[config.mk]
export PLATFORM = sky130hd
export DESIGN_NAME = vector_wb_queue
export DESIGN_NICKNAME = d
export VERILOG_FILES = /design/src/rtl/vector_wb_queue_pkg.sv /design/src/rtl/vector_wb_queue_fifo.sv /design/src/rtl/vector_wb_queue.sv
export SDC_FILE = /design/constraint.sdc
export NUM_CORES = 2
export LEC_CHECK = 0
export BUFFER_PORTS_ARGS = -buffer_cell sky130_fd_sc_hd__buf_4
export CORE_ASPECT_RATIO = 0.7
export CORE_MARGIN = 5
export CORE_UTILIZATION = 60
export CTS_CLUSTER_SIZE = 16
export DETAILED_ROUTE_END_ITERATION = 8
export PLACE_DENSITY = 0.79
export SYNTH_ARGS = -nofsm -noshare
export SYNTH_HDL_FRONTEND = slang
export SYNTH_SLANG_ARGS = --single-unit
[constraint.sdc]
create_clock -name clk -period 28.9 [get_ports clk]
set_input_delay 8.67 -clock clk [delete_from_list [all_inputs] [get_ports clk]]
set_output_delay 8.67 -clock clk [all_outputs]
set_load 0.01 [all_outputs]
[src/rtl/vector_wb_queue_pkg.sv]
// Shared types and constants for the vector writeback queue.
// The entry layout is sized from these defaults; the top-level parameters must match them.
package vector_wb_queue_pkg;
  localparam int VWB_LANES    = 8;
  localparam int VWB_XLEN     = 32;
  localparam int VWB_REGS     = 32;
  localparam int VWB_AW       = $clog2(VWB_REGS);
  localparam int VWB_FFLAGS_W = 5;

  typedef struct packed {
    logic [VWB_LANES-1:0]          mask;
    logic [VWB_AW-1:0]             addr;
    logic [VWB_LANES*VWB_XLEN-1:0] data;
    logic                          rdc;
  } vwb_entry_t;
endpackage

[src/rtl/vector_wb_queue_fifo.sv]
// Generic power-of-two FIFO with count; a push while full is accepted only alongside a pop.
module vwb_fifo #(
  parameter int WIDTH = 8,
  parameter int DEPTH = 8
) (
  input  logic                       clk,
  input  logic                       rst,
  input  logic                       i_push,
  input  logic                       i_pop,
  input  logic [WIDTH-1:0]           i_data,
  output logic [WIDTH-1:0]           o_data,
  output logic                       o_full,
  output logic                       o_empty,
  output logic [$clog2(DEPTH+1)-1:0] o_count
);
  localparam int PW = $clog2(DEPTH);
  localparam int CW = $clog2(DEPTH+1);

  logic [WIDTH-1:0] r_mem [DEPTH];
  logic [PW-1:0]    r_wr_ptr;
  logic [PW-1:0]    r_rd_ptr;
  logic [CW-1:0]    r_count;
  logic             w_rd;
  logic             w_wr;

  assign o_full  = (r_count == CW'(DEPTH));
  assign o_empty = (r_count == '0);
  assign o_count = r_count;
  assign o_data  = r_mem[r_rd_ptr];
  assign w_rd    = i_pop && !o_empty;
  assign w_wr    = i_push && (!o_full || w_rd);

  // Storage is left unreset; pointers alone define which slots are live.
  always_ff @(posedge clk) begin
    if (w_wr) r_mem[r_wr_ptr] <= i_data;
  end

  always_ff @(posedge clk or posedge rst) begin
    if (rst) begin
      r_wr_ptr <= '0;
      r_rd_ptr <= '0;
      r_count  <= '0;
    end else begin
      if (w_wr) r_wr_ptr <= r_wr_ptr + PW'(1);
      if (w_rd) r_rd_ptr <= r_rd_ptr + PW'(1);
      r_count <= r_count + CW'(w_wr) - CW'(w_rd);
    end
  end
endmodule

[src/rtl/vector_wb_queue.sv]
// Writeback queue between vector execute and the VRF write port: queues lane results,
// drains under valid/ready, releases scoreboard entries, keeps sticky fflags and throttles issue.
module vector_wb_queue
  import vector_wb_queue_pkg::*;
#(
  parameter int VECTOR_REGISTERS = VWB_REGS,
  parameter int VECTOR_LANES     = VWB_LANES,
  parameter int XLEN             = VWB_XLEN,
  parameter int DEPTH            = 8,
  parameter int SKID             = 5
) (
  input  logic                                clk,
  input  logic                                rst,
  input  logic [VECTOR_LANES-1:0]             wb_en_i,
  input  logic [$clog2(VECTOR_REGISTERS)-1:0] wb_addr_i,
  input  logic [VECTOR_LANES*XLEN-1:0]        wb_data_i,
  input  logic [VECTOR_LANES-1:0]             rdc_done_i,
  input  logic [VWB_FFLAGS_W-1:0]             fflags_i,
  input  logic                                fflags_clr_i,
  output logic                                vrf_wr_valid_o,
  input  logic                                vrf_wr_ready_i,
  output logic [VECTOR_LANES-1:0]             vrf_wr_en_o,
  output logic [$clog2(VECTOR_REGISTERS)-1:0] vrf_wr_addr_o,
  output logic [VECTOR_LANES*XLEN-1:0]        vrf_wr_data_o,
  output logic                                rel_valid_o,
  output logic [$clog2(VECTOR_REGISTERS)-1:0] rel_addr_o,
  output logic                                stall_o,
  output logic [VWB_FFLAGS_W-1:0]             fflags_o,
  output logic                                ovf_o,
  output logic                                wb_idle_o
);
  localparam int AW = $clog2(VECTOR_REGISTERS);
  localparam int CW = $clog2(DEPTH+1);
  localparam int EW = $bits(vwb_entry_t);

  vwb_entry_t        w_in;
  vwb_entry_t        w_head;
  logic [EW-1:0]     w_head_bits;
  logic              w_push;
  logic              w_pop;
  logic              w_full;
  logic              w_empty;
  logic [CW-1:0]     w_count;
  logic              r_rel_valid;
  logic [AW-1:0]     r_rel_addr;
  logic [VWB_FFLAGS_W-1:0] r_fflags;
  logic              r_ovf;

  // A finished reduction writes only its scalar result in lane 0.
  always_comb begin
    w_in      = '0;
    w_in.addr = wb_addr_i;
    w_in.data = wb_data_i;
    w_in.rdc  = |rdc_done_i;
    w_in.mask = w_in.rdc ? (wb_en_i & VECTOR_LANES'(1)) : wb_en_i;
  end

  assign w_push = |wb_en_i;
  assign w_pop  = vrf_wr_valid_o && vrf_wr_ready_i;

  vwb_fifo #(
    .WIDTH (EW),
    .DEPTH (DEPTH)
  ) u_fifo (
    .clk     (clk),
    .rst     (rst),
    .i_push  (w_push),
    .i_pop   (vrf_wr_ready_i),
    .i_data  (w_in),
    .o_data  (w_head_bits),
    .o_full  (w_full),
    .o_empty (w_empty),
    .o_count (w_count)
  );

  assign w_head = vwb_entry_t'(w_head_bits);

  // Port fields are gated by valid so stale, unreset storage never shows on the bus.
  assign vrf_wr_valid_o = !w_empty;
  assign vrf_wr_en_o    = vrf_wr_valid_o ?
                          (w_head.mask & (w_head.rdc ? VECTOR_LANES'(1) : {VECTOR_LANES{1'b1}})) : '0;
  assign vrf_wr_addr_o  = vrf_wr_valid_o ? w_head.addr : '0;
  assign vrf_wr_data_o  = vrf_wr_valid_o ? w_head.data : '0;

  assign stall_o     = (DEPTH - int'(w_count)) <= SKID;
  assign wb_idle_o   = w_empty;
  assign rel_valid_o = r_rel_valid;
  assign rel_addr_o  = r_rel_addr;
  assign fflags_o    = r_fflags;
  assign ovf_o       = r_ovf;

  always_ff @(posedge clk or posedge rst) begin
    if (rst) begin
      r_rel_valid <= 1'b0;
      r_rel_addr  <= '0;
      r_fflags    <= '0;
      r_ovf       <= 1'b0;
    end else begin
      r_rel_valid <= w_pop;
      if (w_pop) r_rel_addr <= w_head.addr;
      r_fflags <= fflags_clr_i ? fflags_i : (r_fflags | fflags_i);
      if (w_push && w_full && !w_pop) r_ovf <= 1'b1;
    end
  end
endmodule

[After elaboration in Yosys (flattened, before gate mapping)]
Memories as Yosys holds them, arrays and structs flattened.
Cells that the tools add are included.
Storage, ports and cells
  register bits: 22
  bits in writable memories: 2160
  bits of input ports: 286
  output and inout bits: 284
  word-level logic and storage cells: 36
  memories kept: 1
Cells by class
  add/subtract/negate cells: 5
  $lt $le $gt $ge: 1
  equal/unequal tests: 1
  muxes and demuxes: 8
  bitwise operators: 2
  reduce and logical (&&, ||, !) cells: 11
Memories
  u_fifo.r_mem: depth 8, bits a word 270, read ports 1, clocked after Yosys merged registers in 0, wr ports 1, line vector_wb_queue_fifo.sv:19  | logic [WIDTH-1:0] r_mem [DEPTH];
Operators by type and width (number)
  $mux W256: 1
  $mux W8: 3
  $reduce_or A8 Y1: 2
  $mux W5: 2
  $and A8 B8 Y8: 1
  $add A3 B1 Y3 const B: 2
  $le A5 B4 Y1 const B: 1
  $or A5 B5 Y5: 1
  $sub A4 B4 Y5 const A: 1
  $add A4 B1 Y4: 1
  $eq A4 B4 Y1 const B: 1
  $logic_and A1 B1 Y1: 4
  $logic_not A4 Y1: 1
  $sub A4 B1 Y4: 1
  $logic_not A1 Y1: 3
  $mux W1: 2
  $logic_or A1 B1 Y1: 1

[Longest topological paths before layout]
  depth after elaboration: 7
  mapped depth: 10
  depth with buffers taken out: 8

[Hierarchy]
Synthesis repeated with hierarchy kept, for this count alone.
Unflattened totals
  cell total of the unflattened synthesis: 3536
  area total of the unflattened synthesis: 84068.1 sq um
By module, submodules not included
  vwb_fifo: instances 1, cells an instance 3183, area an instance 81669.6 sq um, sequential area each 65112.4 sq um
  vector_wb_queue: instances 1, cells an instance 353, area an instance 2398.6 sq um, sequential area each 300.3 sq um

[Worst setup path before layout]
Ideal clock, no wire load.
  kind: input to register
  start: in vrf_wr_ready_i
  end: mem u_fifo.r_mem[0][0] (netlist bit) (enable)
  library setup time: 1.231 ns
  data arrival time: 27.550 ns
  data required time: 27.669 ns
  setup slack: 0.119 ns
  stages on the path: 4
  buffers on the path: 1
  cells stage by stage: a21boi_0 > buf_2 > o221ai_1 > nor3_1
On the way
  cells in the longest elaborated chain, start to end: 5
Ends and longest elaborated chain
  start: declaration: line vector_wb_queue.sv:21  | input logic vrf_wr_ready_i,
  $logic_and A1 B1 Y1: line vector_wb_queue_fifo.sv:30  | assign w_rd = i_pop && !o_empty;
  $logic_or A1 B1 Y1: line vector_wb_queue_fifo.sv:31  | assign w_wr = i_push && (!o_full || w_rd);
  $logic_and A1 B1 Y1: line vector_wb_queue_fifo.sv:31
  $mux W1: line vector_wb_queue_fifo.sv:35  | if (w_wr) r_mem[r_wr_ptr] <= i_data;
  $mux W1 (not written as such): line vector_wb_queue_fifo.sv:35
  end: declaration: line vector_wb_queue_fifo.sv:19
No other way between the ends.

[Worst setup path after layout]
  start: reg u_fifo.r_rd_ptr[0]
  end: out vrf_wr_data_o[107]
On the way
  cells in the longest elaborated chain, start to end: 2
Ends and longest elaborated chain
  start: declaration: line vector_wb_queue_fifo.sv:21  | logic [PW-1:0] r_rd_ptr;
  start signal: assignment: line vector_wb_queue_fifo.sv:45  | if (w_rd) r_rd_ptr <= r_rd_ptr + PW'(1);
  $mem_v2 Z8 W270
  $mux W256: line vector_wb_queue.sv:83  | assign vrf_wr_data_o = vrf_wr_valid_o ? w_head.data : '0;
  end: declaration: line vector_wb_queue.sv:24  | output logic [VECTOR_LANES*XLEN-1:0] vrf_wr_data_o,
No other way between the ends.

==> reports/summary.log <==
qor: sta.setup_tns 0 ns
qor: power.total_leakage_power 32.06 nW
qor: detailed_routing.route.detailed.vias_per_inst 6.181
qor: yosys.compound_gate_portion_of_the_synthesized_area 0.001702
qor: floorplan.io_pins 570
qor: floorplan.floorplan.die.height 321.3 microns
qor: detailed_routing.drtAntennaViolNets 0
qor: clock_network.number_of_clock_sinks 2182
qor: critical_path.kind_of_critical_path register to primary output
qor: critical_path.timing.critical_path.arrival 5.66 ns
qor: critical_path.r2r_setup_slack 23.37 ns
qor: floorplan.fp.dieArea 146100 sq um
qor: critical_path.critical_path_depth 7
qor: sta.final_hold_viol_count 0
qor: critical_path.cp_max_fo 48
qor: clock_network.post-cts-setup-buffers 0
qor: critical_path.critical_path.cell_chain buf_4 > buf_4 > buf_4 > mux4_2 > mux2i_1 > nor2_1 > buf_4
qor: layout.areaGrowthSynthToFinish 14.92%
qor: clock_network.tritoncts done
qor: global_route.initial_antenna_violation_count 36
qor: yosys.sequential_to_total_area_share_from_yosys_stat 0.7877
qor: yosys.ys_dominant_reg_cell sky130_fd_sc_hd__edfxtp_1
qor: sta.clock-skew-final 0.02819 ns
qor: yosys.post_synth_main_area_contributors sky130_fd_sc_hd__edfxtp_1, sky130_fd_sc_hd__mux4_2, sky130_fd_sc_hd__mux2i_1
qor: yosys.yosys.area_share.xor_xnor 0.0008437
qor: critical_path.start_kind register
qor: sta.finalCriticalPeriod 14.33 ns
qor: yosys.ys.warnings.count 0
qor: critical_path.end_point_of_the_critical_path vrf_wr_data_o[107]
qor: critical_path.crit_top_cell sky130_fd_sc_hd__buf_4
qor: layout.final_net_count 4472
qor: hold_path.class_of_the_tightest_hold_or_removal_check register to register
qor: floorplan.core_area 137800 sq um
qor: sta.rsz0062_at_grt no
qor: yosys.synth.ff_latch_count 2182
qor: yosys.largest_family_of_logic_cells_by_synthesized_area multiplexers
qor: yosys.mappedNetlistNets 3834
qor: floorplan.floorplan.rows 114
qor: yosys.syn_area 83050 sq um
qor: critical_path.timing.critical_path.required 20.23 ns
qor: yosys.synth-edff-count 2160
qor: clock_network.worst_skew_pair.late_latency 0.83 ns
qor: layout.drive_above_1_share 0.3337
qor: detailed_routing.detailroute.via_count 38480
qor: critical_path.critical_path.reg2reg.startpoint u_fifo.o_count[0]$_DFF_PP0_
qor: power.p_per_area 116.0 nW/um^2
qor: clock_network.cts_max_level 4
qor: placed_design.port_buffers 569
qor: yosys.synthDistinctLibCells 34
qor: detailed_routing.drtPass1Iterations 5
qor: detailed_routing.drcViolationCount 0
qor: sta.maxSlewViolCount 0
qor: run.maxCapViolCount 0
qor: yosys.yosys-mux-area-fraction 0.1795
qor: yosys.async_reset_ff_frac 0.01008
qor: critical_path.critical-path-slowest-cell sky130_fd_sc_hd__dfrtp_4
qor: yosys.synthSimpleGateAreaFrac 0.01461
qor: yosys.synth_fa_ha_area_frac 0.001748
qor: yosys.netlist.top_cell.by_area sky130_fd_sc_hd__edfxtp_1
qor: critical_path.crit_path_start u_fifo.r_rd_ptr[0]$_DFFE_PP0P_
qor: critical_path.worstRegToRegCells 8
qor: global_route.grt.overflow.total 0
qor: power.power 11.07 mW
qor: detailed_routing.routed_wl 178700 microns
qor: sta.timing.fmax 69.77 MHz
qor: outcome.outcome completed
qor: global_route.first_global_vias 40820
qor: placed_design.place_hpwl 95250 microns
qor: clock_network.ctsHoldBuffers 0
qor: clock_network.clock_tree.root_cell sky130_fd_sc_hd__clkbuf_16
qor: floorplan.die_w 454.7 microns
qor: sta.part_of_the_cycle_the_worst_path_needs 0.4959
qor: sta.worst_slew_pin_slew 1.202 ns
qor: clock_network.path_clk_slew 0.06 ns
qor: detailed_routing.wl_per_cell 28.71 microns
qor: critical_path.max_stage_delay 1.05 ns
qor: detailed_routing.detail_route.iter0.violations 3637
qor: global_route.grt_util_all_layers 0.2465
qor: placed_design.finalWeightedCongestion 0.7616
qor: clock_network.postCtsResizedCells 0
qor: critical_path.worstSetupEndpointType primary output
qor: global_route.maximum_number_of_pins_on_one_net_before_global_route_repair 129
qor: critical_path.path_delay_family buffers and inverters
qor: yosys.syn-mean-instance-area 23.48 sq um
qor: critical_path.r2r-end u_fifo.r_mem[2][173]$_DFFE_PP_
qor: yosys.syn-instance-count 3537
qor: critical_path.path_buf_inv 4
qor: global_route.global_route_wire_length_before_repair 264700 microns
qor: clock_network.cts-buffers-inserted 191
qor: yosys.synth_top_cell_area_share 0.7810
qor: sta.slew_headroom 0.1988
qor: clock_network.cts.path.max_buffers 3
qor: sta.setup-violations-final 0
qor: floorplan.floorplan.initialDensity 0.6027
qor: power.power.ir.vdd_worst 0.09448 mV
-- sequential cells by signal, indices dropped and copies added (netlist names) --
signal / flops
rel_addr_o: 5
u_fifo.r_wr_ptr: 3
u_fifo.r_rd_ptr: 3
fflags_o: 5
rel_valid_o: 1
u_fifo.o_count: 4
ovf_o: 1
u_fifo.r_mem: 2160
-- worst min path at each step --
stage                                     start  slack [ns]  cells after the start                    end
after floorplan               ovf_o$_DFFE_PP0P_        0.50                      2      ovf_o$_DFFE_PP0P_
after global placement        ovf_o$_DFFE_PP0P_        0.46                      2      ovf_o$_DFFE_PP0P_
after detailed placement      ovf_o$_DFFE_PP0P_        0.47                      2      ovf_o$_DFFE_PP0P_
after CTS                     ovf_o$_DFFE_PP0P_        0.49                      2      ovf_o$_DFFE_PP0P_
after global routing      fflags_o[1]$_DFF_PP0_        0.52                      1  fflags_o[1]$_DFF_PP0_
final                     fflags_o[1]$_DFF_PP0_        0.49                      1  fflags_o[1]$_DFF_PP0_
-- worst reg2reg max path: cells and delay by family, from the launching register on --
family                     cells  cell delay (ns)
AOI/OAI and AO/OA              2             1.18
and+or+nand+nor                1             0.95
adders and majority gates      1             0.32
DFF                            1             0.41
buffers and inverters          4             2.21
-- cell usage in the layout (no fill, tap or decap), types with 6 or more instances in the layout --
cell type / instances
sky130_fd_sc_hd__dfrtp_1: 19
sky130_fd_sc_hd__nand2_1: 6
sky130_fd_sc_hd__nor3_1: 8
sky130_fd_sc_hd__clkinv_2: 32
sky130_fd_sc_hd__clkbuf_16: 197
sky130_fd_sc_hd__clkinv_1: 44
sky130_fd_sc_hd__ha_1: 10
sky130_fd_sc_hd__diode_2: 30
sky130_fd_sc_hd__nor2_1: 270
sky130_fd_sc_hd__mux4_2: 539
sky130_fd_sc_hd__and2_1: 7
sky130_fd_sc_hd__buf_12: 9
sky130_fd_sc_hd__buf_4: 618
sky130_fd_sc_hd__edfxtp_1: 2160
sky130_fd_sc_hd__mux2i_1: 269
sky130_fd_sc_hd__a21oi_1: 6
sky130_fd_sc_hd__inv_1: 12
sky130_fd_sc_hd__clkbuf_1: 47
sky130_fd_sc_hd__nor2_4: 6
sky130_fd_sc_hd__clkinvlp_4: 6
sky130_fd_sc_hd__bufinv_16: 18
-- through the flow --
step	setup WS (ns)	area [sq um]	hold slack, ns	util	cells
after floorplan	0.1186	83050	0.5025	-	3537
after global placement	15.23	89150	0.4579	0.6470	5838
after detailed placement	15.17	89150	0.4717	0.6470	5838
after CTS	14.25	95360	0.4872	0.6921	6195
after global routing	13.92	95410	0.5226	0.6925	6216
final	14.57	95440	0.4881	0.6926	6225
-- final cells by class --
cell class / instances / area, sq um
Timing Repair Buffer: 627 / 4820
Multi-Input combinational cell: 1160 / 16530
Clock inverter: 112 / 1090
Tap cell: 1856 / 2322
Sequential cell: 2182 / 65420
Inverter: 13 / 56.30
Antenna cell: 30 / 75.07
Fill cell: 8120 / 42350
Clock buffer: 245 / 5120
-- logic make-up after synthesis --
logic type	after synthesis
simple gates	307
fa+ha+maj	11
flops	2182
buf+inv	195
compound gates	20
mux	814
xor+xnor	8
-- cells in the mapped netlist, types with 7 or more instances --
| master | count |
|---|---|
| sky130_fd_sc_hd__nor2_1 | 276 |
| sky130_fd_sc_hd__mux2i_1 | 269 |
| sky130_fd_sc_hd__dfrtp_1 | 22 |
| sky130_fd_sc_hd__ha_1 | 10 |
| sky130_fd_sc_hd__nor3_1 | 10 |
| sky130_fd_sc_hd__buf_6 | 27 |
| sky130_fd_sc_hd__edfxtp_1 | 2160 |
| sky130_fd_sc_hd__buf_4 | 30 |
| sky130_fd_sc_hd__clkbuf_1 | 34 |
| sky130_fd_sc_hd__and2_1 | 7 |
| sky130_fd_sc_hd__buf_2 | 91 |
| sky130_fd_sc_hd__mux4_2 | 539 |
| sky130_fd_sc_hd__inv_1 | 12 |
-- per-layer routing --
metal | part of all wire | vias to the layer above | wire, microns | GRT usage
met5 | 0.00064 | - | 114 | 0
met1 | 0.38 | 20490 | 68700 | 0.3357
met4 | 0.029 | 16 | 5108 | 0.08450
met3 | 0.073 | 291 | 13130 | 0.05267
li1 | - | 16120 | - | -
met2 | 0.51 | 1560 | 91660 | 0.4054
-- power breakdown --
group / total, mW / internal (mW) / switching (mW)
clock network: 2.52 / 1.42 / 1.11
logic: 3.86 / 1.69 / 2.17
registers: 4.69 / 4.44 / 0.243
(Power assumes the default switching activity.)
